`src/rtl/mlp_weight_loader_if.sv`:
```
// mlp_weight_loader_if: host weight stream into the loader.
// The host drives data/valid/last and the loader answers with ready.
interface mlp_weight_loader_if;
    logic [15:0] s_tdata;
    logic        s_tvalid;
    logic        s_tready;
    logic        s_tlast;

    modport master (output s_tdata, s_tvalid, s_tlast, input s_tready);
    modport slave  (input s_tdata, s_tvalid, s_tlast, output s_tready);
endinterface

```
`src/rtl/mlp_weight_loader.sv`:
```
// mlp_weight_loader: tags host weights with layer/group/neuron IDs and frames the load with
// load/run mode writes. Define WLOAD_TLAST_CHECK_EN to flag s_tlast framing errors on err.
module mlp_weight_loader #(
    parameter int unsigned N_LAYERS  = 4,
    parameter logic [31:0] L_GROUPS  = 32'h01_03_03_01,
    parameter logic [31:0] L_NEURONS = 32'h03_14_14_14,
    parameter logic [31:0] L_INPUTS  = 32'h07_07_07_04,
    parameter int unsigned SETTLE    = 20
) (
    input  logic               aclk,
    input  logic               areset,
    input  logic               start,
    mlp_weight_loader_if.slave host,
    output logic [31:0]        w_tdata,
    output logic [15:0]        set_in,
    output logic               set_en,
    output logic               busy,
    output logic               done,
    output logic               err
);
    localparam logic [1:0]  LastLayer  = 2'(N_LAYERS - 1);
    localparam logic [15:0] SettleLast = 16'(SETTLE - 1);
    localparam logic [15:0] ModeLoad   = 16'd2;
    localparam logic [15:0] ModeRun    = 16'd1;

    typedef enum logic [2:0] {
        StIdle, StSetLoad, StPreGap, StWord, StNgap, StSettle, StSetRun
    } state_e;

    state_e      state_q, state_d;
    logic [1:0]  layer_q, layer_d;
    logic [7:0]  group_q, group_d;
    logic [4:0]  neuron_q, neuron_d;
    logic [7:0]  input_q, input_d;
    logic [15:0] cnt_q, cnt_d;
    logic [31:0] w_tdata_q, w_tdata_d;
    logic [15:0] set_in_q, set_in_d;
    logic        set_en_q, set_en_d;
    logic        busy_q, busy_d;
    logic        done_q, done_d;
    logic        err_q, err_d;

    logic [7:0]  groups_cur, neurons_cur, inputs_cur;
    logic        last_input, last_neuron, last_group, last_layer, last_word;
    logic [15:0] word_id;

    assign groups_cur  = L_GROUPS[{layer_q, 3'b000} +: 8];
    assign neurons_cur = L_NEURONS[{layer_q, 3'b000} +: 8];
    assign inputs_cur  = L_INPUTS[{layer_q, 3'b000} +: 8];

    assign last_input  = (input_q == inputs_cur - 8'd1);
    assign last_neuron = ({3'b000, neuron_q} == neurons_cur - 8'd1);
    assign last_group  = (group_q == groups_cur - 8'd1);
    assign last_layer  = (layer_q == LastLayer);
    assign last_word   = last_input & last_neuron & last_group & last_layer;

    assign word_id = (16'd256 << layer_q) + {3'b000, group_q, 5'b00000} + {11'd0, neuron_q};

    always_comb begin
        state_d   = state_q;
        layer_d   = layer_q;
        group_d   = group_q;
        neuron_d  = neuron_q;
        input_d   = input_q;
        cnt_d     = cnt_q;
        w_tdata_d = 32'd0;
        set_in_d  = 16'd0;
        set_en_d  = 1'b0;
        done_d    = 1'b0;
        err_d     = err_q;
        unique case (state_q)
            StIdle: begin
                if (start) begin
                    state_d  = StSetLoad;
                    set_en_d = 1'b1;
                    set_in_d = ModeLoad;
                    err_d    = 1'b0;
                    layer_d  = '0;
                    group_d  = '0;
                    neuron_d = '0;
                    input_d  = '0;
                end
            end
            StSetLoad: begin
                state_d = StPreGap;
                cnt_d   = '0;
            end
            StPreGap: begin
                if (cnt_q == 16'd1) state_d = StWord;
                else                cnt_d   = cnt_q + 16'd1;
            end
            StWord: begin
                if (host.s_tvalid) begin
                    w_tdata_d = {word_id, host.s_tdata};
`ifdef WLOAD_TLAST_CHECK_EN
                    err_d = err_q | (host.s_tlast ^ last_word);
`endif
                    if (last_input) begin
                        input_d = '0;
                        state_d = StNgap;
                    end else begin
                        input_d = input_q + 8'd1;
                    end
                end
            end
            StNgap: begin
                // Odometer advance: neuron, then group, then layer; full wrap ends the table.
                state_d = StWord;
                if (!last_neuron) begin
                    neuron_d = neuron_q + 5'd1;
                end else begin
                    neuron_d = '0;
                    if (!last_group) begin
                        group_d = group_q + 8'd1;
                    end else begin
                        group_d = '0;
                        if (!last_layer) begin
                            layer_d = layer_q + 2'd1;
                        end else begin
                            layer_d = '0;
                            cnt_d   = '0;
                            state_d = StSettle;
                        end
                    end
                end
            end
            StSettle: begin
                if (cnt_q == SettleLast) begin
                    state_d  = StSetRun;
                    set_en_d = 1'b1;
                    set_in_d = ModeRun;
                    done_d   = 1'b1;
                end else begin
                    cnt_d = cnt_q + 16'd1;
                end
            end
            StSetRun: state_d = StIdle;
            default:  state_d = StIdle;
        endcase
        busy_d = (state_d != StIdle);
    end

    always_ff @(posedge aclk or posedge areset) begin
        if (areset) begin
            state_q   <= StIdle;
            layer_q   <= '0;
            group_q   <= '0;
            neuron_q  <= '0;
            input_q   <= '0;
            cnt_q     <= '0;
            w_tdata_q <= '0;
            set_in_q  <= '0;
            set_en_q  <= 1'b0;
            busy_q    <= 1'b0;
            done_q    <= 1'b0;
        end else begin
            state_q   <= state_d;
            layer_q   <= layer_d;
            group_q   <= group_d;
            neuron_q  <= neuron_d;
            input_q   <= input_d;
            cnt_q     <= cnt_d;
            w_tdata_q <= w_tdata_d;
            set_in_q  <= set_in_d;
            set_en_q  <= set_en_d;
            busy_q    <= busy_d;
            done_q    <= done_d;
        end
    end

`ifdef WLOAD_TLAST_CHECK_EN
    always_ff @(posedge aclk or posedge areset) begin
        if (areset) err_q <= 1'b0;
        else        err_q <= err_d;
    end
    assign err = err_q;
`else
    logic unused_tlast;
    logic unused_err_d;
    assign err_q        = 1'b0;
    assign err          = 1'b0;
    assign unused_tlast = host.s_tlast;
    assign unused_err_d = err_d;
`endif

    assign host.s_tready = (state_q == StWord);
    assign w_tdata       = w_tdata_q;
    assign set_in        = set_in_q;
    assign set_en        = set_en_q;
    assign busy          = busy_q;
    assign done          = done_q;
endmodule

```
`src/flat_wrapper.sv`:
```
// flat-port wrapper written by rule: the top's interface ports become plain ports
module mlp_weight_loader_flat 
#(
    parameter int unsigned N_LAYERS  = 4,
    parameter logic [31:0] L_GROUPS  = 32'h01_03_03_01,
    parameter logic [31:0] L_NEURONS = 32'h03_14_14_14,
    parameter logic [31:0] L_INPUTS  = 32'h07_07_07_04,
    parameter int unsigned SETTLE    = 20
)
  (aclk, areset, start, w_tdata, set_in, set_en, busy, done, err, host_s_tdata, host_s_tvalid, host_s_tlast, host_s_tready);
  mlp_weight_loader_if host_i ();
  input  logic aclk;
  input  logic areset;
  input  logic start;
  output logic [31:0] w_tdata;
  output logic [15:0] set_in;
  output logic set_en;
  output logic busy;
  output logic done;
  output logic err;
  input wire logic [$bits(host_i.s_tdata)-1:0] host_s_tdata;
  input wire logic [$bits(host_i.s_tvalid)-1:0] host_s_tvalid;
  input wire logic [$bits(host_i.s_tlast)-1:0] host_s_tlast;
  output wire logic [$bits(host_i.s_tready)-1:0] host_s_tready;
  assign host_i.s_tdata = host_s_tdata;
  assign host_i.s_tvalid = host_s_tvalid;
  assign host_i.s_tlast = host_s_tlast;
  assign host_s_tready = host_i.s_tready;
  mlp_weight_loader #(.N_LAYERS(N_LAYERS), .L_GROUPS(L_GROUPS), .L_NEURONS(L_NEURONS), .L_INPUTS(L_INPUTS), .SETTLE(SETTLE)) u_core (.aclk(aclk), .areset(areset), .start(start), .host(host_i), .w_tdata(w_tdata), .set_in(set_in), .set_en(set_en), .busy(busy), .done(done), .err(err));
endmodule
```
`config.mk`:
```
export PLATFORM = sky130hd
export DESIGN_NAME = mlp_weight_loader_flat
export DESIGN_NICKNAME = d
export VERILOG_FILES = /design/src/rtl/mlp_weight_loader_if.sv /design/src/rtl/mlp_weight_loader.sv /design/src/flat_wrapper.sv
export SDC_FILE = /design/constraint.sdc
export NUM_CORES = 1
export LEC_CHECK = 0
export CORE_ASPECT_RATIO = 1.4
export CORE_MARGIN = 5
export CORE_UTILIZATION = 56
export DETAILED_ROUTE_END_ITERATION = 12
export HOLD_SLACK_MARGIN = 0.12
export PLACE_DENSITY = 0.85
export SLEW_MARGIN = 20
export SYNTH_ARGS = -nofsm -noshare
export SYNTH_HDL_FRONTEND = slang
export SYNTH_SLANG_ARGS = --single-unit
export TNS_END_PERCENT = 5
```
`constraint.sdc`:
```
create_clock -name aclk -period 4 [get_ports aclk]
set_input_delay 0.4 -clock aclk [delete_from_list [all_inputs] [get_ports aclk]]
set_output_delay 0.4 -clock aclk [all_outputs]
set_load 0.01 [all_outputs]
```
==> results.txt <==
----------------------------------------------------
[CTS]
  Clock-pin transition on the worst setup and hold timing paths ... 0.08 ns
  Num CTS Buffers ... 9
  CTS HTree Levels ... 3
  Setup Buffers After CTS ... 0
  Root buffer cell ... sky130_fd_sc_hd__clkbuf_8
  Number of cells upsized or downsized after cts ... 0
  Clock tree from TritonCTS ... yes
  Sink Count ... 76
  Insertion delay of the later-clocked pin in the worst-skew pair ... 0.36 ns
  Number of buffers between clock root and the deepest sink ... 2
  Hold-fix buffers at CTS ... 0

[Drt]
  Average detailed-routed wire length per instance ... 14.6 um
  Average vias per placed instance ... 5.54
  First-pass detailed-route iteration total ... 4
  DRC viols ... 0
  Total wire length after detailed routing ... 8030 um
  Number of vias in the routed layout ... 3034
  Count of nets left with antenna violations after detail routing ... 0
  Count of routing violations after the opening detailed-route iteration ... 161

[STA]
  RSZ-0062 raised after global routing ... false
  Final setup vio count ... 0
  Maximum frequency from static timing analysis ... 317 MHz
  Setup TNS ... 0 ns
  Worst-case hold slack ... 0.453 ns
  Slew at the pin closest to its max-slew limit ... 0.981 ns
  Number of pins exceeding their max-slew limit in the final report ... 0
  Max Clock Skew ... 0.00806 ns
  Max-slew headroom ... 34.0%
  Final cycle utilization of the critical path ... 78.9%
  Fin. Hold Viols ... 0
  Shortest clock period the worst path allows after layout ... 3.16 ns

[Floorplan]
  Die area ... 8730 sq um
  Num rows ... 36
  Initial Utilization ... 56.8%
  Die outline height ... 109 um
  Floorplan die width ... 80.4 um
  Core area ... 6850 sq um
  Number of top-level pins ... 74

[Setup path]
  Data required time at the worst endpoint ... 4.19 ns
  Data arrival at the endpoint of the critical path ... 3.35 ns
  Cells along the critical path ... or4_1 -> or3_4 -> or4b_4 -> a21oi_1 -> a31oi_1
  Element type at the critical path start ... flip-flop
  Setup CP Type ... flip-flop to flip-flop
  Largest stage delay on the critical path ... 0.77 ns
  Critical-path top delay cell ... sky130_fd_sc_hd__a21oi_1
  Endpoint class of the critical path ... flip-flop
  Max Fanout on Critical Path ... 11

[Logic synthesis]
  Cell count after synthesis ... 396
  Area fraction in compound gates after synthesis ... 16.0%
  Main area contributors after synthesis ... sky130_fd_sc_hd__dfrtp_1 (49%), sky130_fd_sc_hd__ha_1 (4.5%), sky130_fd_sc_hd__and2_1 (4.2%)
  Post-synthesis instance area ... 3890 sq um
  Synth cell count leaders ... sky130_fd_sc_hd__dfrtp_1 (76), sky130_fd_sc_hd__nand2_1 (36), sky130_fd_sc_hd__nor2_1 (27)
  Number of enable flip-flop cells after synthesis ... 0
  Sequential-to-total area share from yosys stat ... 48.9%
  Post-synthesis share of cell area spent on and, or, nand and nor gates ... 21.6%
  Synthesis Warnings ... 0
  Area fraction of the dominant cell type after synthesis ... 48.9%
  Yosys top cell by area ... sky130_fd_sc_hd__dfrtp_1
  Adder-cell share of the synthesized area ... 5.02%
  Most numerous cell in the Yosys netlist ... sky130_fd_sc_hd__dfrtp_1
  Post-synth cell types ... 53
  Share of synthesized flip-flops with an asynchronous set or reset ... 100%
  Largest family of logic cells by synthesized area ... simple AND/OR/NAND/NOR gates
  Leading register cell type out of synthesis ... sky130_fd_sc_hd__dfrtp_1
  Avg Inst Size Synth ... 9.81 sq um
  Portion of netlist area occupied by mux cells ... 1.22%
  Xor and xnor area share after synthesis ... 1.35%
  Flops & latches, synth ... 76

[Layout]
  Number of diodes added for antenna fixing ... 0
  Total number of nets in the final design ... 484
  Relative area change from synthesis to final layout ... 19.7%
  Final Instance Count excl. Fillers ... 548
  Fraction of final layout cells sized beyond drive strength 1 ... 7.51%
  Final Cell Area ... 4650 sq um
  Filler instances ... 543

[Global routing]
  Global routing usage on met1 ... 24.4%
  Number of global-route vias before repair ... 3043
  Met2 usage in global routing ... 34.8%
  Busiest layer in global routing ... met2
  Total routing resource utilization after global routing ... 20.2%
  Fraction of met3 tracks used by global routing ... 4.75%
  Largest net degree at the start of global routing ... 44
  Residual overflow from global routing ... 0
  First-pass GRT wire length ... 13700 um
  Antenna violations before repair ... 0

[Run]
  Max-cap viol count ... 0

[Power]
  Peak VDD IR ... 0.285 mV
  P per Cell Area ... 474 nW/um^2
  Static leakage power ... 0.00216 uW

[Placement]
  HPWL Detailed ... 5760 um
  Weighted congestion reported at the end of routability-driven placement ... 0.858
  Placed inst area ... 4440 sq um
  Port bufs ... 55
  Number of cells after detailed placement ... 532

[Status]
  Run status ... complete, no violations

[Hold path]
  Type of the worst min-delay path ... primary input to async pin

----------------------------------------------------
## power by group
part | internal (uW) | total [uW] | switching, uW | leakage, uW
Combinational | 272 | 654 | 381 | 0.00102
Clock | 323 | 612 | 289 | 0.000106
Sequential | 845 | 937 | 91.8 | 0.00104
Total | 1440 | 2200 | 763 | 0.00216
## cell usage in the layout (no fill, tap or decap), drive strengths merged, types with 5 or more instances in the layout
master	Yosys	layout
nand2b	5	5
o31ai	5	5
and2	27	27
nand3	16	16
o21ai	26	26
dfrtp	76	76
inv	9	9
conb	1	17
o21a	5	5
a21oi	20	20
nor2	27	27
nor2b	6	6
clkdlybuf4s50	0	55
clkbuf	12	11
and3	9	9
a21o	8	8
nand2	36	36
nor3	8	8
a31oi	14	14
ha	14	14
## logic make-up after synthesis
family          after synthesis
buf+inv                      41
flops                        76
mux                           4
fa+ha+maj                    15
compound gates               95
simple gates                158
xor+xnor                      6
other cells                   1
## cell type report
type	count	area, sq um	share of cell area [%]
sequential	76	1900	40.9
multi-input combinational	295	1820	39.1
timing repair buffer	57	566	12.2
clock buffer	11	151	3.26
tap	95	119	2.56
clock inverter	5	60.1	1.29
inverter	9	33.8	0.726
## flip-flops by register name, summed over array words and instances, names as in the netlist
register	count
u_core.layer_q	2
u_core.set_en	1
u_core.set_in	2
u_core.input_q	8
u_core.w_tdata	30
u_core.neuron_q	5
u_core.cnt_q	16
u_core.group_q	8
u_core.state_q	3
u_core.busy	1
## routing by layer
metal	wire length (um)	share of wire (%)
met2	4210	52
met1	3310	41
met4	102	1.3
met3	409	5.1
met5	0	0
## stage by stage
stage | util, % | power (uW) | worst slack, ns
after detailed placement | 64.8 | 1600 | 0.951
final | 67.9 | 2200 | 0.843
after global routing | 67.9 | 2340 | 0.716
after CTS | 67.9 | 2220 | 0.871
after global placement | 64.8 | 1580 | 1.03
after floorplan | - | 1410 | 1.44
## worst max-delay path, delay by kind of cell, from the launching register on
family | cells | cell delay (ns)
AOI/OAI and AO/OA | 2 | 0.97
DFF | 1 | 0.44
and+or+nand+nor | 3 | 1.58
## worst paths after layout
| check | slack [ns] | cells after the start | from | end |
|---|---|---|---|---|
| setup / recovery | 0.84 | 5 | u_core.group_q[0] | u_core.cnt_q[10] |
| hold / removal | 0.45 | 2 | areset | u_core.w_tdata[14] |
| setup reg to reg | 0.84 | 5 | u_core.group_q[0] | u_core.cnt_q[10] |
| hold reg to reg | 0.50 | 1 | u_core.cnt_q[15] | u_core.cnt_q[15] |
| max in group asynchronous | 2.55 | 3 | areset | u_core.cnt_q[14] |
| min in group aclk | 0.50 | 1 | u_core.cnt_q[15] | u_core.cnt_q[15] |
No activity file was read; power rests on OpenSTA's default activity.
